$ cat src/rtl/dmem_arbiter.sv
// dmem_arbiter: serialises two req/ack masters onto one data memory via IDLE/ACCESS/ACK.
// Define DMEM_ARB_RR_EN for round-robin arbitration; otherwise port 0 has fixed priority.
module dmem_arbiter #(
  parameter int ADDR_WIDTH = 32,
  parameter int DATA_WIDTH = 32,
  parameter int MEM_WORDS  = 256
) (
  input  logic                  clk,
  input  logic                  reset,
  input  logic                  req0,
  input  logic                  req1,
  input  logic                  we0,
  input  logic                  we1,
  input  logic [ADDR_WIDTH-1:0] addr0,
  input  logic [ADDR_WIDTH-1:0] addr1,
  input  logic [DATA_WIDTH-1:0] wdata0,
  input  logic [DATA_WIDTH-1:0] wdata1,
  output logic                  ack0,
  output logic                  ack1,
  output logic                  err0,
  output logic                  err1,
  output logic [DATA_WIDTH-1:0] rdata0,
  output logic [DATA_WIDTH-1:0] rdata1,
  output logic                  mem_read,
  output logic                  mem_write,
  output logic [ADDR_WIDTH-1:0] mem_addr,
  output logic [DATA_WIDTH-1:0] mem_wdata,
  input  logic [DATA_WIDTH-1:0] mem_rdata,
  output logic                  busy
);

  typedef enum logic [1:0] {
    IDLE   = 2'd0,
    ACCESS = 2'd1,
    ACK    = 2'd2
  } state_t;

  localparam logic [ADDR_WIDTH-1:0] ADDR_LIMIT = ADDR_WIDTH'(MEM_WORDS * 4);

  state_t                  state_q, state_d;
  logic                    owner_q, owner_d;
  logic                    we_q, we_d;
  logic                    bad_q, bad_d;
  logic [ADDR_WIDTH-1:0]   mem_addr_q, mem_addr_d;
  logic [DATA_WIDTH-1:0]   mem_wdata_q, mem_wdata_d;
  logic                    mem_read_q, mem_read_d;
  logic                    mem_write_q, mem_write_d;
  logic                    ack0_q, ack0_d, ack1_q, ack1_d;
  logic                    err0_q, err0_d, err1_q, err1_d;
  logic [DATA_WIDTH-1:0]   rdata0_q, rdata0_d, rdata1_q, rdata1_d;
  logic                    busy_q, busy_d;

  logic                    grant1_s;
  logic                    sel_we_s;
  logic [ADDR_WIDTH-1:0]   sel_addr_s;
  logic [DATA_WIDTH-1:0]   sel_wdata_s;
  logic                    sel_bad_s;
  logic [DATA_WIDTH-1:0]   rd_val_s;

  // Winner selection and the winner's request fields.
  always_comb begin
`ifdef DMEM_ARB_RR_EN
    // owner_q is the last port granted; on a tie the other port goes next.
    if (req0 && req1) begin
      grant1_s = ~owner_q;
    end else begin
      grant1_s = ~req0;
    end
`else
    grant1_s = ~req0;
`endif
    if (grant1_s) begin
      sel_we_s    = we1;
      sel_addr_s  = addr1;
      sel_wdata_s = wdata1;
    end else begin
      sel_we_s    = we0;
      sel_addr_s  = addr0;
      sel_wdata_s = wdata0;
    end
    sel_bad_s = (sel_addr_s[1:0] != 2'b00) || (sel_addr_s >= ADDR_LIMIT);
    rd_val_s  = bad_q ? {DATA_WIDTH{1'b0}} : mem_rdata;
  end

  // Next-state and next-output logic of the transaction FSM.
  always_comb begin
    state_d     = state_q;
    owner_d     = owner_q;
    we_d        = we_q;
    bad_d       = bad_q;
    mem_addr_d  = mem_addr_q;
    mem_wdata_d = mem_wdata_q;
    mem_read_d  = 1'b0;
    mem_write_d = 1'b0;
    ack0_d      = 1'b0;
    ack1_d      = 1'b0;
    err0_d      = 1'b0;
    err1_d      = 1'b0;
    rdata0_d    = rdata0_q;
    rdata1_d    = rdata1_q;
    busy_d      = 1'b0;
    case (state_q)
      IDLE: begin
        if (req0 || req1) begin
          state_d     = ACCESS;
          owner_d     = grant1_s;
          we_d        = sel_we_s;
          bad_d       = sel_bad_s;
          mem_addr_d  = sel_addr_s;
          mem_wdata_d = sel_wdata_s;
          mem_write_d = ~sel_bad_s & sel_we_s;
          mem_read_d  = ~sel_bad_s & ~sel_we_s;
          busy_d      = 1'b1;
        end else begin
          state_d = IDLE;
        end
      end
      ACCESS: begin
        state_d = ACK;
        busy_d  = 1'b1;
        ack0_d  = ~owner_q;
        ack1_d  = owner_q;
        err0_d  = ~owner_q & bad_q;
        err1_d  = owner_q & bad_q;
        // Memory read data is combinational, so it is captured on this edge.
        if (!we_q && owner_q) begin
          rdata1_d = rd_val_s;
        end else if (!we_q) begin
          rdata0_d = rd_val_s;
        end else begin
          rdata0_d = rdata0_q;
        end
      end
      ACK: begin
        state_d = IDLE;
      end
      default: begin
        state_d = IDLE;
      end
    endcase
  end

  // State and output registers; owner resets to 1 so port 0 wins the first tie.
  always_ff @(posedge clk or posedge reset) begin
    if (reset) begin
      state_q     <= IDLE;
      owner_q     <= 1'b1;
      we_q        <= 1'b0;
      bad_q       <= 1'b0;
      mem_addr_q  <= {ADDR_WIDTH{1'b0}};
      mem_wdata_q <= {DATA_WIDTH{1'b0}};
      mem_read_q  <= 1'b0;
      mem_write_q <= 1'b0;
      ack0_q      <= 1'b0;
      ack1_q      <= 1'b0;
      err0_q      <= 1'b0;
      err1_q      <= 1'b0;
      rdata0_q    <= {DATA_WIDTH{1'b0}};
      rdata1_q    <= {DATA_WIDTH{1'b0}};
      busy_q      <= 1'b0;
    end else begin
      state_q     <= state_d;
      owner_q     <= owner_d;
      we_q        <= we_d;
      bad_q       <= bad_d;
      mem_addr_q  <= mem_addr_d;
      mem_wdata_q <= mem_wdata_d;
      mem_read_q  <= mem_read_d;
      mem_write_q <= mem_write_d;
      ack0_q      <= ack0_d;
      ack1_q      <= ack1_d;
      err0_q      <= err0_d;
      err1_q      <= err1_d;
      rdata0_q    <= rdata0_d;
      rdata1_q    <= rdata1_d;
      busy_q      <= busy_d;
    end
  end

  assign ack0      = ack0_q;
  assign ack1      = ack1_q;
  assign err0      = err0_q;
  assign err1      = err1_q;
  assign rdata0    = rdata0_q;
  assign rdata1    = rdata1_q;
  assign mem_read  = mem_read_q;
  assign mem_write = mem_write_q;
  assign mem_addr  = mem_addr_q;
  assign mem_wdata = mem_wdata_q;
  assign busy      = busy_q;

endmodule
$ cat config.mk
export PLATFORM = sky130hd
export DESIGN_NAME = dmem_arbiter
export DESIGN_NICKNAME = d
export VERILOG_FILES = /design/src/rtl/dmem_arbiter.sv
export SDC_FILE = /design/constraint.sdc
export NUM_CORES = 1
export LEC_CHECK = 0
export CAP_MARGIN = 15
export CORE_ASPECT_RATIO = 0.9
export CORE_MARGIN = 2
export CORE_UTILIZATION = 35
export DETAILED_ROUTE_END_ITERATION = 10
export PLACE_DENSITY = 0.79
export RECOVER_POWER = 25
export SYNTH_ARGS = -nofsm -noshare
export SYNTH_HDL_FRONTEND = slang
export SYNTH_SLANG_ARGS = --single-unit
export TNS_END_PERCENT = 10
$ cat constraint.sdc
create_clock -name clk -period 6.1 [get_ports clk]
set_input_delay 1.525 -clock clk [delete_from_list [all_inputs] [get_ports clk]]
set_output_delay 1.525 -clock clk [all_outputs]
set_load 0.1 [all_outputs]
Word-level counts from Yosys, hierarchy flattened
Cells that the tools add are included.
{ "word_totals": {"regBits": 140, "output_inout_bits": 135, "word_cells": 52, "in_bits": 166} }
{ "classes": {"n_reduce_logical": 9, "bitwise": 10, "eq_ne": 1, "mux": 16, "magnitude_cmp": 1} }
{ "op_table": {"columns": ["op", "n"], "rows": [
  ["$mux 32", 3],
  ["$ge 32x11->1 const B", 1],
  ["$mux 1", 11],
  ["$not 1->1", 6],
  ["$and 1x1->1", 4],
  ["$pmux 2 s2", 1],
  ["$reduce_and 2->1", 2],
  ["$reduce_and 3->1", 1],
  ["$eq 2x1->1 const B", 1],
  ["$logic_not 2->1", 1],
  ["$logic_or 1x1->1", 2],
  ["$pmux 1 s2", 1],
  ["$reduce_bool 2->1", 1],
  ["$logic_and 1x1->1", 1],
  ["$logic_not 1->1", 1]
]} }

Depth between registers and ports, before layout
{ "logic_depth": {"ltp_word": 7, "ltp_mapped": 6, "depth_no_buf": 5} }

Worst setup path after synthesis
OpenSTA, ideal clock, no wires.
{ "synth_timing": {"kind": "input port to flip-flop", "startpoint": "input port req0", "endpoint": "register mem_addr_q[10] (netlist: mem_addr[10])", "arrival_time_ps": 2363, "path_stages": 6, "setup_ps": 83, "t_required_ps": 6017, "setup_slack_ps": 3654, "n_path_buf": 3, "path_cell_list": "buf_4 > o21ai_2 > buf_4 > buf_4 > nand2_1 > o21ai_0"} }
{ "synth_between": {"elab_chain_cells": 2, "word_cells_on_any_way": 3, "classes_between": "mux: 1; reduce/logical: 2"} }
{ "synth_rtl": {"columns": ["item", "line", "text"], "rows": [
  ["from (decl)", "10", "input logic req0,"],
  ["$logic_or 1x1->1", "104", "if (req0 || req1) begin"],
  ["$reduce_and 2->1 (no line)", null, null],
  ["to (signal assigned)", "150", "mem_addr_q <= {ADDR_WIDTH{1'b0}};"],
  ["to (signal assigned)", "166", "mem_addr_q <= mem_addr_d;"],
  ["to (decl)", "44", "logic [ADDR_WIDTH-1:0] mem_addr_q, mem_addr_d;"]
]} }
Parallel ways exist; a longest one is shown, timed or not.
A chain may end at the register's enable or synchronous reset.

Worst setup path after layout
{ "layout_timing": {"startpoint": "register mem_wdata_q[0] (netlist: mem_wdata[0])", "endpoint": "output port mem_wdata[0]"} }
{ "layout_lines": {"columns": ["item", "line", "text"], "rows": [
  ["from (decl)", "45", "logic [DATA_WIDTH-1:0] mem_wdata_q, mem_wdata_d;"],
  ["from (signal assigned)", "151", "mem_wdata_q <= {DATA_WIDTH{1'b0}};"],
  ["from (signal assigned)", "167", "mem_wdata_q <= mem_wdata_d;"],
  ["to (decl)", "27", "output logic [DATA_WIDTH-1:0] mem_wdata,"]
]} }
No word-level cell between the ends.

==> results.txt <==
The run finished, with violations left. The final reports fail on capacitance limit, slew limit. In the synthesized netlist the dominant register cell turns out to be dfrtp_1. Setup repair after global routing left no endpoint under its margin.

The number of synthesis warnings came out at 0. STA puts the critical path data arrival time at 1.96 ns. Walking the worst path, the cells encountered are clkdlybuf4s50_1.

The proportion of synthesized chip area in sequential cells came out at a little under three fifths. The total count of hold-check failures in the final report came to 0. The detailed-route wire length is roughly 17 mm. The detailed-route vias per instance came out at 4.58.

The share of the cycle needed by the critical path after routing came out at 57.1%. The post-synthesis to final-layout area growth came out at 58.4%. The diode insertion count for antenna repair is 0. The synthesized instance count is between 500 and 600. The final global-route overflow total is 0.

The die height is 129 microns. The worst setup path is captured at an output port. The count of vias placed by the detailed router came out at 5070. The final number of max-transition violations is 65. The number of levels in the clock H-tree is 4.

The HPWL after detailed placement is 12.5 mm. The register clock-pin slew on the reported worst setup and hold paths is roughly 0.06 ns. The die is 143 microns wide. The actual transition at the worst max-transition pin came out at 2.46 ns. The launching element type of the critical path is a register. The number of violations of the max-capacitance limit came out at 1. The largest fanout of any net on the critical path came out at 2. The count of hold-fix buffers inserted at cts came out at 0. The core box area is roughly 17000 sq um. The peak per-stage delay on the critical path is 1.20 ns.

The fraction of layout instances using a drive strength above 1 is 5.17%. The post-route DRC violation count is 0. The standard cell with the maximum stage delay on the critical path is clkdlybuf4s50_1. The post-synth net total came out at 737. Counting the buffers created by CTS gives 17. The flip-flop and latch count after synthesis came out at 140. The placement row count is between 40 and 50. A synthesized cell averages 10.7 sq um. The global-route usage over all layers is about 18%. The number of placed I/O pins came out at 301. The number of clock sinks seen by CTS came out at 140. The final-layout setup total negative slack came out at 0 ns. The average routed wire per standard cell came out at 15.5 microns. The worst path needs around 3.5 ns of the cycle, external delays included.

Setup violations remaining at the end of the flow were counted as 0. The combined area of all synthesized cells is ~6100 sq um. The total die area is 18500 sq um.

The initial antenna violation count came out at 0. The final-stage net count came out at 1024. The via count of the first global-routing pass came out at between 4000 and 5000. The number of port buffers came out at 300. Routability-driven placement finished with a final weighted congestion of 0.815. The CTS tree is done. The first-pass GRT wire length is 26.0 mm. For this run, the detailed router's first-pass iteration total came to 5. CTS placed an instance of clkbuf_16 at the clock tree root. At the later pin of the worst-skew pair, clock insertion delay measures a little over 0.4 ns. The worst-case clock buffer depth is 2. In this run, distinct cell masters in the synthesized netlist total 29. Measured against its own limit, the worst slew margin works out to -64.2%.

The number of buffer and inverter stages on the critical path is 1. The required time of the worst setup path is 4.58 ns. The worst min-delay path category is register to register.

The effective utilization at floorplan is 36.0%. The number of instances resized during post-cts repair came out at 0. For this run, asynchronously set or reset flops after synthesis account for between 90% and 100%. Setup slack on the worst reg-to-reg path comes out at 3.13 ns. The count of flip-flops with a built-in enable after synthesis is 0. The residual antenna-violating net count after detailed routing came out at 0.

The violation count after the first detailed-routing iteration is 136. The maximum achievable frequency came out at 287 MHz. The critical path class is register to output port.

After filler insertion, the fill cell instance count of the layout stands at 1500. The final setup skew is 0.00635 ns. The family with the most delay on the worst path is buffers and inverters. Entering global routing, the biggest net connects 134 pins.

Once the clock tree was built, the setup fixing pass inserted 0 buffers.
[flip-flops by register name (all words and copies together), names as in the netlist, 2 cells and up]
name	count
rdata1	32
rdata0	32
mem_addr	32
mem_wdata	32
state_q	2
[synth_stat cells, types with 2 or more instances]
cell | n | area [sq um]
o21ai_1 | 38 | 190
mux2i_1 | 65 | 651
and3_1 | 2 | 12.5
o21ai_0 | 60 | 300
nand4_1 | 2 | 12.5
nor4_1 | 10 | 62.6
inv_1 | 2 | 7.51
buf_2 | 3 | 15.0
and2_1 | 2 | 12.5
a21oi_1 | 3 | 15.0
nand3_1 | 2 | 10.0
nand2b_1 | 32 | 200
o21ai_2 | 32 | 280
buf_6 | 7 | 78.8
nand2_1 | 130 | 488
nor4b_1 | 2 | 17.5
nor2_1 | 5 | 18.8
dfrtp_1 | 139 | 3480
clkbuf_1 | 13 | 48.8
buf_4 | 13 | 97.6
[cell usage in the layout (no fill, tap or decap)]
master,count
a22oi_2,1
nor3b_2,1
nand2b_1,33
or3_2,1
and3_1,2
nor2_1,5
o21ai_4,1
inv_6,6
and2_0,1
clkbuf_16,17
inv_1,2
a21oi_1,3
nor4b_1,2
clkinv_4,4
buf_16,1
nand3_1,2
dfstp_2,1
dfrtp_1,139
nand3b_2,1
buf_4,4
dlygate4sd3_1,17
clkdlybuf4s50_1,282
o21ai_0,111
clkinv_2,3
o21ai_1,17
clkbuf_1,2
and2_1,1
mux2i_1,65
clkinvlp_4,2
nor4_1,10
nand4_1,2
bufinv_16,1
o21ai_2,1
nand2_1,130
[cell type report]
type | instances | area, sq um | area share, %
inverter | 3 | 16.3 | 0.169
multi-input combinational | 390 | 2220 | 23.0
sequential | 140 | 3500 | 36.3
clock buffer | 17 | 425 | 4.41
timing repair buffer | 306 | 3060 | 31.7
clock inverter | 15 | 139 | 1.44
tap | 235 | 294 | 3.05
[kinds of logic (layout without fill, tap and decap cells)]
kind of cell,Yosys count,in the layout,share of synthesized area [%]
AND/OR/NAND/NOR,191,191,14.4
AO/OA/AOI/OAI,134,134,13.1
multiplexers,65,65,10.7
flip-flops,140,140,57.5
buffers and inverters,41,341,4.31
[per-layer routing]
layer  up-vias  track usage [%]  part of all wire, %
met3        18             7.32                  9.7
met4         0             6.00                  1.8
li1       2520                -                    -
met2       212             29.2                   47
met5         -                0                    0
met1      2320             22.6                   42
[through the flow]
stage               worst slack, ns  utilization [%]  area (sq um)  hold slack [ns]  std cells
floorplan                     0.824                -          6090            0.502        571
global placement               2.58             54.2          9190            0.460       1073
detailed placement             2.54             54.2          9190            0.464       1073
CTS                            2.58             57.5          9750            0.478       1105
global route                   2.55             57.0          9650            0.498       1106
finish                         2.61             57.0          9650            0.475       1106
[worst paths after layout]
path | startpoint | cells after the start | end
max | mem_wdata[0] | 1 | mem_wdata[0]
max reg2reg | owner_q | 3 | rdata0[31]
min reg2reg | mem_addr[11] | 2 | mem_addr[11]
min | mem_addr[11] | 2 | mem_addr[11]
max in group asynchronous | reset | 3 | mem_wdata[29]
min in group asynchronous | reset | 2 | mem_wdata[11]
Power is not shown: default switching activity piles up to over one toggle a cycle in this logic, so the estimate is an artifact.
